$ cat config.mk
export PLATFORM = sky130hd
export DESIGN_NAME = secand_sched
export DESIGN_NICKNAME = d
export VERILOG_FILES = /design/src/rtl/secand_pkg.sv /design/src/rtl/secand_sched_rr_arbiter.sv /design/src/rtl/secand_sched.sv
export SDC_FILE = /design/constraint.sdc
export NUM_CORES = 1
export LEC_CHECK = 0
export ABC_AREA = 1
export BUFFER_PORTS_ARGS = -buffer_cell sky130_fd_sc_hd__clkbuf_2
export CAP_MARGIN = 20
export CORE_AREA = 2 2 611 613
export CTS_BUF_LIST = sky130_fd_sc_hd__clkbuf_8 sky130_fd_sc_hd__clkbuf_16
export CTS_CLUSTER_DIAMETER = 100
export DETAILED_ROUTE_END_ITERATION = 10
export DIE_AREA = 0 0 613 615
export GPL_ROUTABILITY_DRIVEN = 0
export PLACE_DENSITY = 0.3
export SKIP_LAST_GASP = 1
export SYNTH_ARGS = -nofsm -noshare
export SYNTH_HDL_FRONTEND = slang
export SYNTH_SLANG_ARGS = --single-unit
$ cat constraint.sdc
create_clock -name clk -period 3.2 [get_ports clk]
set_clock_uncertainty 0.2 [all_clocks]
set_input_delay 0.32 -clock clk [delete_from_list [all_inputs] [get_ports clk]]
set_output_delay 0.32 -clock clk [all_outputs]
set_load 0.02 [all_outputs]
$ cat src/rtl/secand_pkg.sv
// rtl/secand_pkg.sv - shared types and default sizing for the SecAND scheduler
package secand_pkg;

  localparam int K_WIDTH_DEF  = 32;
  localparam int N_SHARES_DEF = 3;
  localparam int N_REQ_DEF    = 4;
  localparam int RANDNUM      = N_SHARES_DEF * (N_SHARES_DEF - 1);
  localparam int RNDWIDTH     = K_WIDTH_DEF * RANDNUM;

  typedef enum logic [1:0] {
    IDLE = 2'd0,
    WAIT = 2'd1,
    RESP = 2'd2
  } state_e;

  // Index width that stays legal for a single requester.
  function automatic int idx_width(input int n);
    return (n > 1) ? $clog2(n) : 1;
  endfunction

endpackage

$ cat src/rtl/secand_sched_rr_arbiter.sv
// rtl/secand_sched_rr_arbiter.sv - round-robin pick of the first request at or after ptr
module rr_arbiter #(
  parameter int N_REQ = 4,
  parameter int IW    = 2
) (
  input  logic [N_REQ-1:0] req_i,
  input  logic [IW-1:0]    ptr_i,
  output logic [N_REQ-1:0] gnt_o,
  output logic [IW-1:0]    idx_o
);

  always_comb begin
    logic          found;
    int            j;
    logic [IW-1:0] jj;
    gnt_o = '0;
    idx_o = '0;
    found = 1'b0;
    for (int i = 0; i < N_REQ; i++) begin
      j = int'(ptr_i) + i;
      if (j >= N_REQ) j = j - N_REQ;
      jj = IW'(j);
      if (!found && req_i[jj]) begin
        found     = 1'b1;
        gnt_o[jj] = 1'b1;
        idx_o     = jj;
      end
    end
  end

endmodule

$ cat src/rtl/secand_sched.sv
// rtl/secand_sched.sv - shares one SecAND core among N_REQ requesters, one fresh rnd word per op
module secand_sched
  import secand_pkg::*;
#(
  parameter int K_WIDTH  = secand_pkg::K_WIDTH_DEF,
  parameter int N_SHARES = secand_pkg::N_SHARES_DEF,
  parameter int N_REQ    = secand_pkg::N_REQ_DEF,
  localparam int MASKW   = K_WIDTH * N_SHARES,
  localparam int RNDW    = K_WIDTH * N_SHARES * (N_SHARES - 1),
  localparam int IW      = secand_pkg::idx_width(N_REQ)
) (
  input  logic                   clk,
  input  logic                   rst_n,
  input  logic                   ena,
  input  logic [N_REQ-1:0]       req_valid,
  output logic [N_REQ-1:0]       req_ready,
  input  logic [N_REQ*MASKW-1:0] req_x,
  input  logic [N_REQ*MASKW-1:0] req_y,
  output logic [N_REQ-1:0]       rsp_valid,
  input  logic [N_REQ-1:0]       rsp_ready,
  output logic [MASKW-1:0]       rsp_z,
  input  logic                   rnd_valid,
  output logic                   rnd_ready,
  input  logic [RNDW-1:0]        rnd_in,
  output logic                   core_dvld,
  output logic                   core_ena,
  output logic [MASKW-1:0]       core_x,
  output logic [MASKW-1:0]       core_y,
  output logic [RNDW-1:0]        core_rnd,
  input  logic [MASKW-1:0]       core_z,
  input  logic                   core_ovld,
  output logic                   busy,
  output logic                   err
);

  state_e            state_q;
  logic [IW-1:0]     grant_q;
  logic [IW-1:0]     rr_ptr_q;
  logic [IW-1:0]     rr_ptr_d;
  logic [MASKW-1:0]  rsp_z_q;
  logic              err_q;
  logic [N_REQ-1:0]  win_oh;
  logic [IW-1:0]     win_idx;
  logic              issue;

  rr_arbiter #(
    .N_REQ (N_REQ),
    .IW    (IW)
  ) u_arb (
    .req_i (req_valid),
    .ptr_i (rr_ptr_q),
    .gnt_o (win_oh),
    .idx_o (win_idx)
  );

  assign issue    = (state_q == IDLE) && ena && rnd_valid && (|req_valid);
  assign rr_ptr_d = (int'(grant_q) >= N_REQ - 1) ? '0 : grant_q + 1'b1;

  // Operands and randomness reach the core only in the issue cycle; zero otherwise.
  assign req_ready = issue ? win_oh : '0;
  assign rnd_ready = issue;
  assign core_dvld = issue;
  assign core_ena  = issue;
  assign core_x    = issue ? req_x[win_idx*MASKW +: MASKW] : '0;
  assign core_y    = issue ? req_y[win_idx*MASKW +: MASKW] : '0;
  assign core_rnd  = issue ? rnd_in : '0;

  assign rsp_valid = (state_q == RESP) ? (N_REQ'(1) << grant_q) : '0;
  assign rsp_z     = rsp_z_q;
  assign busy      = (state_q != IDLE);
  assign err       = err_q;

  always_ff @(posedge clk or negedge rst_n) begin
    if (!rst_n) begin
      state_q  <= IDLE;
      grant_q  <= '0;
      rr_ptr_q <= '0;
      rsp_z_q  <= '0;
      err_q    <= 1'b0;
    end else begin
      case (state_q)
        IDLE: begin
          if (issue) begin
            grant_q <= win_idx;
            state_q <= WAIT;
          end
        end
        // The core is fixed 1-cycle latency; a missing ovld is a protocol error, not a stall.
        WAIT: begin
          rsp_z_q <= core_z;
          if (!core_ovld) err_q <= 1'b1;
          state_q <= RESP;
        end
        RESP: begin
          if (rsp_ready[grant_q]) begin
            rr_ptr_q <= rr_ptr_d;
            state_q  <= IDLE;
          end
        end
        default: state_q <= IDLE;
      endcase
    end
  end

endmodule
==> run summary <==
- **status** finished with violations
- **violated checks** hold timing, setup timing
- **Slew Limit Fails** 0
- **number of synthesized flops with an enable pin** 0
- **clock root buffer master** sky130_fd_sc_hd__clkbuf_16
- **clock transition at the registers of the reported paths** 0.09 ns
- **sink count of the clock tree** 103
- **routed wire length** 290 mm
- **number of clock buffers inserted by TritonCTS** 9
- **vias in the first global route** 24400
- **cell area after synthesis** 13700 µm²
- **XOR/XNOR Fraction of Synth Area** 0%
- **maximum resistive drop on vdd** 559 µV
- **post-synthesis cell count** 2539
- **setup repair after global routing missed its margin** true
- **first-pass GRT wire length** 340 mm
- **final worst setup slack** -0.443 ns
- **layout cell share with drive strength beyond 1** 52.5%
- **number of warning messages in the yosys log** 0
- **synthesized flop and latch total** 103
- **Cell Count Post-Placement** 9139
- **detailed-route via count** 25500
- **detailed route wirelength on metal3** 35.9 mm
- **layout overhead on the synthesized area** 165%
- **number of maximum-capacitance constraint violations** 0
- **main flop type after synthesis** sky130_fd_sc_hd__dfrtp_1
- **slew of the pin with the lowest slew margin** 0.702 ns
- **synthesized-area fraction occupied by adder cells** 1.10%
- **type of the worst setup path** reg -> out
- **Distinct cells, synth** 27
- **Peak Freq** 274 MHz
- **share of the yosys chip area belonging to registers** 18.9%
- **Lkg Pwr** 18.3 nW
- **Final Instance Count excl. Fillers** 9448
- **number of design-rule violations left by the first detailed-router iteration** 1515
- **type of the worst min-delay path** in -> reg
- **remaining design rule violation count** 0
- **# rows** 224
- **part of the cycle the worst path needs** 114%
- **area fraction of the dominant cell type after synthesis** 23.1%
- **Final Power** 42.6 mW
- **most common library cell in the layout ignoring fill and taps** sky130_fd_sc_hd__clkbuf_2
- **y dimension of the die** 615 µm
- **critical path fanouts, max** 7
- **Antenna Violating Nets Remaining** 0
- **number of port buffers** 1561
- **multiplexer share of the synthesized area** 7.91%
- **final worst hold slack** -0.00382 ns
- **post-layout min period** 3.64 ns
- **top cells by area, synth** sky130_fd_sc_hd__nand2_1 (23%), sky130_fd_sc_hd__dfrtp_1 (19%), sky130_fd_sc_hd__inv_1 (14%), sky130_fd_sc_hd__mux2_2 (7.9%), sky130_fd_sc_hd__nand3_1 (6.5%)
- **uppermost layer routed** met5
- **count of nets after finishing** 5436
- **final global-route overflow total** 0
- **initial standard-cell utilization of the core** 3.69%
- **data required time of the worst path** 2.68 ns
- **die footprint** 377000 µm²
- **Filler cells** 44000
- **GRT Util Overall** 14.6%
- **insertion delay of the later-clocked pin in the worst-skew pair** 0.38 ns
- **data arrival time of the worst path** 3.12 ns
- **net count after synthesis** 3620
- **number of vias per cell** 2.70
- **TritonCTS clock tree** done
- **M1 WL** 87.3 mm
- **combinational family with the most area after synthesis** simple AND/OR/NAND/NOR gates
- **Compound-Gate Fraction of Synth Area** 12.7%
- **Max clock buf depth** 2
- **x dimension of the die** 613 µm
- **number of I/O pins** 1562
- **final hold violations** 2
- **CP startpoint kind** register
- **utilization after layout** 9.75%
- **total of endpoints with negative setup slack in the final report** 198
- **relative slew slack** 53.2%
- **area leader, netlist** sky130_fd_sc_hd__nand2_1
- **core outline area** 371000 µm²
- **HPWL reported at the end of detailed placement** 261 mm
- **commonest non-fill, non-tap cells in the layout** sky130_fd_sc_hd__clkbuf_2 (1365), sky130_fd_sc_hd__nand2_1 (724), sky130_fd_sc_hd__inv_1 (514)
- **initial antenna violation count** 368
- **average instance area after synthesis** 5.38 µm²
- **length of the first detailed-routing pass in iterations** 5
- **average routed wire per standard cell** 30.7 µm
- **fraction of registers with async set/reset** 100%
- **number of H-tree branching levels** 3
- **largest net degree at the start of global routing** 68
- **met2 WL post-DR** 155 mm
- **endpoint class of the critical path** output port
- **power density of the placed cells** 1180 nW/µm²
- **simple-gate share of the synthesized area** 39.0%
through the flow:
stage	setup slack, ns	setup TNS [ns]	area (µm²)
global placement	-0.966	-59.29	30800
global route	-0.535	-91.17	36000
finish	-0.443	-60.28	36200
CTS	-0.520	-88.16	33900
floorplan	0.240	0	13700
detailed placement	-0.919	-49.53	30800
flip-flops by register name, indices dropped and copies added (netlist names):
name and flops:
err 1, state_q 2, grant_q 2, rr_ptr_q 2, rsp_z 96
repair_timing:
item	4_1_cts	5_1_grt
endpoints found under the hold margin	184	1
gates resized for setup	280	493
hold buffers	82	1
cloned	15	21
setup buffers	61	21
pin swaps	39	82
endpoints found under the setup margin	385	236
synthesized netlist by cell type (14+ instances only):
| library cell | n |
|---|---|
| sky130_fd_sc_hd__a21oi_1 | 56 |
| sky130_fd_sc_hd__buf_1 | 14 |
| sky130_fd_sc_hd__buf_2 | 108 |
| sky130_fd_sc_hd__clkbuf_1 | 45 |
| sky130_fd_sc_hd__dfrtp_1 | 103 |
| sky130_fd_sc_hd__inv_1 | 518 |
| sky130_fd_sc_hd__mux2_2 | 96 |
| sky130_fd_sc_hd__nand2_1 | 841 |
| sky130_fd_sc_hd__nand3_1 | 177 |
| sky130_fd_sc_hd__nand3b_1 | 55 |
| sky130_fd_sc_hd__nor2_1 | 202 |
| sky130_fd_sc_hd__o21ai_0 | 104 |
| sky130_fd_sc_hd__o21ai_1 | 175 |
final cells by class:
| cell class | count | area [µm²] | share of cell area, % |
|---|---|---|---|
| timing repair buffer | 1981 | 15000 | 41.4 |
| multi-input combinational | 1739 | 9820 | 27.2 |
| tap | 4972 | 6220 | 17.2 |
| sequential | 103 | 2580 | 7.13 |
| inverter | 521 | 1990 | 5.50 |
| antenna | 116 | 290 | 0.803 |
| clock buffer | 10 | 239 | 0.661 |
| clock inverter | 6 | 57.6 | 0.159 |
final timing paths:
path | from | endpoint | slack [ns] | cells past startpoint
max | rr_ptr_q[0]$_DFFE_PN0P_ | core_x[12] | -0.44 | 18
min | core_z[55] | rsp_z[55]$_DFFE_PN0N_ | -0.004 | 2
max reg2reg | rr_ptr_q[0]$_DFFE_PN0P_ | grant_q[1]$_DFFE_PN0P_ | 0.35 | 16
min reg2reg | err$_DFFE_PN0P_ | err$_DFFE_PN0P_ | 0.29 | 1
max in group asynchronous | rst_n | rsp_z[93]$_DFFE_PN0N_ | 1.97 | 3
min in group asynchronous | rst_n | rsp_z[8]$_DFFE_PN0N_ | 0.08 | 2
power by group:
| part | internal, mW | switching (mW) | total, mW | leakage (nW) |
|---|---|---|---|---|
| clock | 0.571 | 0.611 | 1.18 | 0.148 |
| sequential | 1.96 | 0.342 | 2.30 | 1.20 |
| combinational | 16.2 | 23.0 | 39.1 | 16.9 |
cell families after synthesis:
family,after synthesis
AO/OA/AOI/OAI,342
adder cells (fa/ha/maj),12
buffers and inverters,698
flip-flops,103
multiplexers,96
AND/OR/NAND/NOR,1288
metal layers:
metal | vias up | GRT usage (%)
met5 | - | 0
li1 | 11500 | -
met2 | 1437 | 28.4
met4 | 218 | 3.56
met1 | 11700 | 12.8
met3 | 635 | 7.92
worst max-delay path: stages, from the launching register on:
cell and delay (ns):
sky130_fd_sc_hd__dfrtp_1 0.41, sky130_fd_sc_hd__inv_2 0.10, sky130_fd_sc_hd__ha_4 0.24, sky130_fd_sc_hd__inv_4 0.09
sky130_fd_sc_hd__nand2_4 0.06, sky130_fd_sc_hd__nand2_4 0.08, sky130_fd_sc_hd__nor2_8 0.04, sky130_fd_sc_hd__buf_6 0.12
sky130_fd_sc_hd__nand4_4 0.06, sky130_fd_sc_hd__buf_12 0.15, sky130_fd_sc_hd__nand2_8 0.06, sky130_fd_sc_hd__buf_12 0.14
sky130_fd_sc_hd__buf_16 0.16, sky130_fd_sc_hd__buf_16 0.17, sky130_fd_sc_hd__clkbuf_16 0.17, sky130_fd_sc_hd__nand2_2 0.12
sky130_fd_sc_hd__o21ai_0 0.10, sky130_fd_sc_hd__o21ai_1 0.20, sky130_fd_sc_hd__clkbuf_4 0.22
No activity file was read; power rests on OpenSTA's default activity.
